## src/rtl/fifo_rd_packer_if.sv

```systemverilog
// Signal bundle between the byte FIFO read port, the read-side packer and the wide-word consumer.
// The master modport is the packer's view; the slave modport is the surrounding FIFO/consumer view.
interface fifo_rd_packer_if #(
    parameter int FIFO_WIDTH = 8,
    parameter int PACK       = 4
);
    logic                         fifo_empty;
    logic [FIFO_WIDTH-1:0]        fifo_data;
    logic                         fifo_read_en;
    logic                         flush;
    logic                         out_valid;
    logic                         out_ready;
    logic [PACK*FIFO_WIDTH-1:0]   out_data;
    logic [PACK-1:0]              out_keep;
    logic                         out_last;
    logic                         flush_done;
    logic                         busy;

    modport master (
        input  fifo_empty, fifo_data, flush, out_ready,
        output fifo_read_en, out_valid, out_data, out_keep, out_last, flush_done, busy
    );

    modport slave (
        output fifo_empty, fifo_data, flush, out_ready,
        input  fifo_read_en, out_valid, out_data, out_keep, out_last, flush_done, busy
    );
endinterface

```

## src/rtl/fifo_rd_packer.sv

```systemverilog
// Pops a show-ahead byte FIFO and packs PACK entries into one wide word on a valid/ready stream;
// a flush drains the FIFO and closes any partial word with a lane mask and a last flag.
module fifo_rd_packer #(
    parameter int FIFO_WIDTH = 8,
    parameter int PACK       = 4,
    parameter int IDX_W      = $clog2(PACK)
) (
    input logic              clk,
    input logic              rst,
    fifo_rd_packer_if.master bus
);
    typedef enum logic {
        FILL = 1'b0,
        HOLD = 1'b1
    } state_t;

    localparam logic [IDX_W-1:0] LAST_IDX = IDX_W'(PACK - 1);

    state_t                     state, state_nx;
    logic [IDX_W-1:0]           idx, idx_nx;
    logic [PACK*FIFO_WIDTH-1:0] data_q, data_nx;
    logic [PACK-1:0]            keep_q, keep_nx;
    logic                       last_q, last_nx;
    logic                       pend, pend_nx;
    logic                       done_q, done_nx;
    logic                       pop;

    assign pop = (state == FILL) & ~bus.fifo_empty & ~rst;

    // NOTE: every variable is given a default before the case so no path leaves it unassigned,
    // which is what keeps always_comb free of inferred latches.
    always_comb begin
        state_nx = state;
        idx_nx   = idx;
        data_nx  = data_q;
        keep_nx  = keep_q;
        last_nx  = last_q;
        pend_nx  = pend | bus.flush;
        done_nx  = 1'b0;
        case (state)
            FILL: begin
                if (pop) begin
                    data_nx[idx*FIFO_WIDTH +: FIFO_WIDTH] = bus.fifo_data;
                    keep_nx[idx] = 1'b1;
                    if (idx == LAST_IDX) begin
                        idx_nx   = '0;
                        state_nx = HOLD;
                        last_nx  = 1'b0;
                    end else begin
                        idx_nx = idx + 1'b1;
                    end
                end else if (pend && bus.fifo_empty) begin
                    // Drained: close the partial word, or finish at once on a word boundary.
                    if (idx != '0) begin
                        idx_nx   = '0;
                        state_nx = HOLD;
                        last_nx  = 1'b1;
                    end else begin
                        pend_nx = 1'b0;
                        done_nx = 1'b1;
                    end
                end
            end
            HOLD: begin
                if (bus.out_ready) begin
                    state_nx = FILL;
                    data_nx  = '0;
                    keep_nx  = '0;
                    last_nx  = 1'b0;
                    if (last_q) begin
                        pend_nx = 1'b0;
                        done_nx = 1'b1;
                    end
                end
            end
            default: state_nx = FILL;
        endcase
    end

    // NOTE: sequential state uses non-blocking assignments so every register samples the
    // pre-edge values of the others, independent of statement order.
    // NOTE: the word register is reset as well, since out_data/out_keep must read 0 after reset
    // and unfilled lanes of a partial word rely on starting from zero.
    always_ff @(posedge clk) begin
        if (rst) begin
            state  <= FILL;
            idx    <= '0;
            data_q <= '0;
            keep_q <= '0;
            last_q <= 1'b0;
            pend   <= 1'b0;
            done_q <= 1'b0;
        end else begin
            state  <= state_nx;
            idx    <= idx_nx;
            data_q <= data_nx;
            keep_q <= keep_nx;
            last_q <= last_nx;
            pend   <= pend_nx;
            done_q <= done_nx;
        end
    end

    assign bus.fifo_read_en = pop;
    assign bus.out_valid    = (state == HOLD);
    assign bus.out_data     = data_q;
    assign bus.out_keep     = keep_q;
    assign bus.out_last     = last_q;
    assign bus.flush_done   = done_q;
    assign bus.busy         = (state == HOLD) | (idx != '0) | pend;
endmodule

```

## src/flat_wrapper.sv

```systemverilog
// flat-port wrapper written by rule: the top's interface ports become plain ports
module fifo_rd_packer_flat 
#(
    parameter int FIFO_WIDTH = 8,
    parameter int PACK       = 4,
    parameter int IDX_W      = $clog2(PACK)
)
  (clk, rst, bus_fifo_empty, bus_fifo_data, bus_flush, bus_out_ready, bus_fifo_read_en, bus_out_valid, bus_out_data, bus_out_keep, bus_out_last, bus_flush_done, bus_busy);
  fifo_rd_packer_if #(.FIFO_WIDTH(FIFO_WIDTH), .PACK(PACK)) bus_i ();
  input logic clk;
  input logic rst;
  input wire logic [$bits(bus_i.fifo_empty)-1:0] bus_fifo_empty;
  input wire logic [$bits(bus_i.fifo_data)-1:0] bus_fifo_data;
  input wire logic [$bits(bus_i.flush)-1:0] bus_flush;
  input wire logic [$bits(bus_i.out_ready)-1:0] bus_out_ready;
  output wire logic [$bits(bus_i.fifo_read_en)-1:0] bus_fifo_read_en;
  output wire logic [$bits(bus_i.out_valid)-1:0] bus_out_valid;
  output wire logic [$bits(bus_i.out_data)-1:0] bus_out_data;
  output wire logic [$bits(bus_i.out_keep)-1:0] bus_out_keep;
  output wire logic [$bits(bus_i.out_last)-1:0] bus_out_last;
  output wire logic [$bits(bus_i.flush_done)-1:0] bus_flush_done;
  output wire logic [$bits(bus_i.busy)-1:0] bus_busy;
  assign bus_i.fifo_empty = bus_fifo_empty;
  assign bus_i.fifo_data = bus_fifo_data;
  assign bus_i.flush = bus_flush;
  assign bus_i.out_ready = bus_out_ready;
  assign bus_fifo_read_en = bus_i.fifo_read_en;
  assign bus_out_valid = bus_i.out_valid;
  assign bus_out_data = bus_i.out_data;
  assign bus_out_keep = bus_i.out_keep;
  assign bus_out_last = bus_i.out_last;
  assign bus_flush_done = bus_i.flush_done;
  assign bus_busy = bus_i.busy;
  fifo_rd_packer #(.FIFO_WIDTH(FIFO_WIDTH), .PACK(PACK), .IDX_W(IDX_W)) u_core (.clk(clk), .rst(rst), .bus(bus_i));
endmodule
```

## config.mk

```make
export PLATFORM = sky130hd
export DESIGN_NAME = fifo_rd_packer_flat
export DESIGN_NICKNAME = d
export VERILOG_FILES = /design/src/rtl/fifo_rd_packer_if.sv /design/src/rtl/fifo_rd_packer.sv /design/src/flat_wrapper.sv
export SDC_FILE = /design/constraint.sdc
export NUM_CORES = 1
export LEC_CHECK = 0
export BUFFER_PORTS_ARGS = -buffer_cell sky130_fd_sc_hd__buf_2
export CORE_MARGIN = 2
export CORE_UTILIZATION = 49
export DETAILED_ROUTE_END_ITERATION = 10
export PLACE_DENSITY = 0.82
export SETUP_SLACK_MARGIN = 0.2
export SLEW_MARGIN = 25
export SYNTH_ARGS = -nofsm -noshare
export SYNTH_HDL_FRONTEND = slang
export SYNTH_SLANG_ARGS = --single-unit
```

## constraint.sdc

```tcl
create_clock -name clk -period 2.1 [get_ports clk]
set_input_delay 0.105 -clock clk [delete_from_list [all_inputs] [get_ports clk]]
set_output_delay 0.105 -clock clk [all_outputs]
set_load 0.05 [all_outputs]
```

* Word-level counts from Yosys, hierarchy flattened *
Cells that the tools add are included.

storage, ports and cells
  logic and storage cells = 73
  bits in registers = 42
  output and inout port bits = 41
  input port bits = 13

operators by class
  shift operators = 2
  equal/unequal tests = 6
  reductions and logical operators = 8
  add/subtract/negate cells = 2
  $lt $le $gt $ge = 2
  muxes and demuxes = 37
  bitwise operators = 9

operators with widths
  operator                 count
  $mux 32                  2
  $pmux 32 s2              1
  $neg 5->34               1
  $shift 8x34->32 const A  1
  $shiftx 8x34->32         1
  $bwmux 32                1
  $mux 1                   21
  $ne 3x3->1 const B       3
  $mux 2                   4
  $mux 4                   2
  $pmux 1 s2               4
  $pmux 4 s2               1
  $reduce_bool 2->1        3
  $ne 2x2->1 const B       2
  $or 4x4->4               1
  $reduce_and 4->1         1
  $lt 2x3->1 const B       1
  $not 1->1                3
  $or 1x1->1               3
  $reduce_and 3->1         1
  $add 2x1->2 const B      1
  $and 1x1->1              2
  $demux 1 s2              1
  $eq 2x2->1 const B       1
  3 further kinds          4

* Depth between registers and ports, before layout *
  word-level depth = 7
  gate-level depth with buffers = 6
  mapped depth without buffers = 6

* Worst setup path after synthesis *
Ideal clock, no wire load.

  kind = reg-to-reg
  from = register u_core.state, in the netlist u_core.bus.out_valid
  to = register u_core.last_q, in the netlist u_core.bus.out_last
  stages on the path, launching flop included = 6
  period minus slack after synthesis = 1.798 ns
  data required time = 2.029 ns
  library setup time = 0.071 ns
  arrival = 1.727 ns
  setup slack = 0.302 ns
  buffers on the path = 1
  path through = dfxtp_1 -> buf_6 -> nand2b_1 -> o22ai_1 -> or4b_1 -> a21oi_1

between the ends
  longest elaborated chain between the ends = 5
  elaborated cells between the ends (all ways) = 10
  those cells by class = eq/ne: 4; mux: 2; bitwise: 3; reduce/logical: 1

RTL lines
  item                                                             RTL line              RTL
  from (decl)                                                      fifo_rd_packer.sv:19  state_t state, state_nx;
  from (signal assigned)                                           fifo_rd_packer.sv:94  state <= state_nx;
  $not 1->1 (no source line)                                       --
  $and 1x1->1 (2 in series)                                        fifo_rd_packer.sv:28  assign pop = (state == FILL) & ~bus.fifo_empty & ~rst;
  $ne 3x3->1 (no source line) or $mux 1 (tied branches)            --
  $reduce_and 4->1 (no source line) or $pmux 1 s2 (tied branches)  --
  to (signal assigned)                                             fifo_rd_packer.sv:98  last_q <= last_nx;
  to (decl)                                                        fifo_rd_packer.sv:23  logic last_q, last_nx;

Several ways; a longest one is shown, not always the timed one.
A chain may end at the register's enable or synchronous reset.

* Final worst setup path *
  from = register u_core.idx[0]
  to = output port bus_busy

between the ends
  longest elaborated chain between the ends = 3

RTL lines
  item                      RTL line               RTL
  from (decl)               fifo_rd_packer.sv:20   logic [IDX_W-1:0] idx, idx_nx;
  from (signal assigned)    fifo_rd_packer.sv:95   idx <= idx_nx;
  $reduce_bool 2->1         fifo_rd_packer.sv:110  assign bus.busy = (state == HOLD) | (idx != '0) | pend;
  $or 1x1->1 (2 in series)  fifo_rd_packer.sv:110
  to (decl)                 flat_wrapper.sv:22     output wire logic [$bits(bus_i.busy)-1:0] bus_busy;

Every way passes these cells.

==> results.ini <==
[critical_path]
cp-start-kind = flip-flop
cp-end-kind = primary output
crit_path_max_incr_delay_ns = 0.39
path_cells = inv_2 -> ha_2 -> nand2b_4 -> or2_2 -> buf_2
cp.arrival_ns = 1.71
cp_slowest_cell = dfxtp_2
r2r-start = u_core.bus.out_valid
worstRegToRegCells = 5
crit_buf_inv = 2
r2r_slack_ns = 0.33
cp.required_ns = 2.00
crit_family = flip-flops
r2r_end = u_core.bus.out_data[3]
path_class = reg -> out
path_max_fanout = 9

[logic_synthesis]
synth_nets = 165
synth_cells = 144
synth_cell_types = 30
synthesis.area_um2 = 1622
synthArstFlopShare_pct = 0
synthSimpleGateAreaFrac_pct = 13.27
synth_fa_ha_area_share_pct = 6.173
synth_edf_count = 0
syn_area_per_cell_um2 = 11.26
synth-seq-cells = 42
yosysWarnings = 0
synth_top_area_share_pct = 51.85
synth_top_family_by_area = compound AO/OA/AOI/OAI gates
synth_compound_area_share_pct = 26.31
synthFlopType = dfxtp_1
synth-xor-area-share_pct = 0
synthTopCellsByArea = dfxtp_1 (52%), a32o_1 (9.9%), a22o_1 (8.6%), ha_1 (6.2%), nor2_1 (3.0%)
ys_seq_area_share_pct = 51.85
synth.area.mux_share_pct = 0
synth_area_leader_cell = dfxtp_1

[floorplan]
io-pin-count = 54
chipWidth_um = 61.53
fp.dieH_um = 61.53
core_um2 = 3103
rows = 20
die_area_um2 = 3785
start_util_pct = 52.26

[pwr]
clkPwrFrac_pct = 26.3
p_per_area_nw_per_um2 = 752.3
power_switching_mw = 0.4944
power.total_mw = 1.530
combPwrFrac_pct = 18.6
p_leak_nw = 0.9312
p_seq_share_pct = 55.1
internal_power_mw = 1.035
peakVddDrop_v = 0.0003955
power_switching_share_pct = 32.32

[worst_hold_path]
holdPathStages = 3
min_to = u_core.pend
min_from = bus_flush
hold_class = in -> reg

[layout]
fillers = 266
num_antenna_cells = 0
layout_commonest_cell = buf_2
final-instance-count-excl-fill = 250
finalNetCount = 226
syn_to_final_growth_pct = 25.39
layout-drive-gt1-share_pct = 37.86
layout_common_cells = buf_2 (53), dfxtp_1 (41), a32o_1 (16), a22o_1 (16), nor2_1 (12)

[sta]
slew_headroom_pct = 56.59
clock_skew_ns = 0.005959
setup-violations-final = 0
period_needed_ns = 1.815
hold_slack_ns = 0.006391
tightestPinTransition_ns = 0.6512
hold_viol = 0
timing.fmax_ghz = 0.5510
final.setup.worst_slack_ns = 0.2853
slew_violations = 0
tns_ns = 0
rsz0062_at_grt = no
fin_crit_sh_pct = 86.42

[clock_network]
ctsLongestPathBuffers = 2
cts_buffers = 5
clock_latency_ns = 0.36
clk_transition_reported_paths_ns = 0.12
cts_tree = done
root_buffer = clkbuf_4
cts.sinks = 42
htreeDepth = 2

[grt]
grtUsageTotal_pct = 22.28
antenna_found_initial = 0
overflow = 0
grt_pass1_vias = 1230
grt_pass1_wl_um = 6016
grt_max_degree = 19

[placement]
portBuffers = 53
dp.cells = 239
gp_congestion = 0.8497
dp_hpwl_um = 2915
post-place-ws_ns = 0.1295

[route]
wl_um = 3969
drtAntennaViolNets = 0
post_drt_wl_per_cell_um = 15.88
dr.pass1.iters = 4
vias = 1408
avgViaCountPerCell = 5.632
drt_iter0_drc = 126
drc = 0

[flow_run]
max-cap-violations = 0

[run_status]
status = complete, no violations

power by group through the flow:
stage / logic, mW / registers (mW) / clock network (mW)
after CTS: 0.276 / 0.843 / 0.405
after global placement: 0.265 / 0.858 / 0
after global routing: 0.304 / 0.847 / 0.440
after floorplan: 0.131 / 0.925 / 0
final: 0.284 / 0.843 / 0.403
after detailed placement: 0.272 / 0.859 / 0
worst min-delay path: stages:
cell,delay [ns]
buf_2,0.09
nor2_1,0.08
nor3_1,0.05
cell usage after synthesis (2+ instances only):
master	instances
dfxtp_1	42
nand2b_1	2
nor2_4	2
nor2b_1	3
a32o_1	16
a21oi_1	5
ha_1	8
a21boi_2	2
nor2_1	13
a22oi_1	5
nand4_1	2
o21ai_0	2
inv_1	3
clkbuf_1	2
nor3_1	3
a22o_1	16
nand3_1	2
nand2_1	4
worst max path at each step:
stage	from	end	slack, ns	cells past startpoint
floorplan	u_core.bus.out_valid	u_core.bus.out_last	0.30	5
global placement	u_core.idx[0]	u_core.bus.out_data[9]	0.27	5
detailed placement	u_core.idx[0]	u_core.bus.out_data[14]	0.13	5
CTS	u_core.idx[0]	bus_busy	0.22	5
global route	u_core.idx[0]	bus_busy	0.22	5
finish	u_core.idx[0]	bus_busy	0.29	5
state kept, by name, summed over array words and instances, names as in the netlist:
| name | count |
|---|---|
| u_core.bus.out_valid | 1 |
| u_core.idx | 2 |
| u_core.pend | 1 |
| u_core.bus.flush_done | 1 |
| u_core.bus.out_data | 32 |
| u_core.bus.out_keep | 4 |
| u_core.bus.out_last | 1 |
final cells by class:
cell class | instances | area, um2 | share of cell area [%]
Clock buffer | 5 | 37.54 | 1.846
Clock inverter | 3 | 21.27 | 1.046
Inverter | 4 | 15.01 | 0.7385
Multi-Input combinational cell | 94 | 754.5 | 37.11
Sequential cell | 42 | 842.1 | 41.42
Tap cell | 44 | 55.05 | 2.708
Timing Repair Buffer | 58 | 307.8 | 15.14
logic make-up after synthesis:
logic type | count (synthesis)
buf+inv | 8
fa+ha+maj | 8
simple gates | 36
compound gates | 50
flops | 42
per-stage QoR:
step	cell area (um2)	util (%)
6_report	2033	65.52
2_1_floorplan	1622	-
3_5_place_dp	1933	62.30
5_1_grt	2033	65.52
4_1_cts	2013	64.88
3_3_place_gp	1933	62.30
metal layers:
layer	global-route usage (%)	up-vias	share of wire, %
li1	-	675	-
met1	29.07	680	44
met2	34.14	44	48
met3	5.252	9	6.0
met4	11.85	0	2.3
met5	0	-	0
what timing repair did:
item,CTS,global route
gates resized for setup,3,3
buffers inserted,0,1
endpoints found under the hold margin,4,0
setup endpoints to repair,13,11
hold buffers,2,0
pin swaps,0,1
No activity file was read; power rests on OpenSTA's default activity.
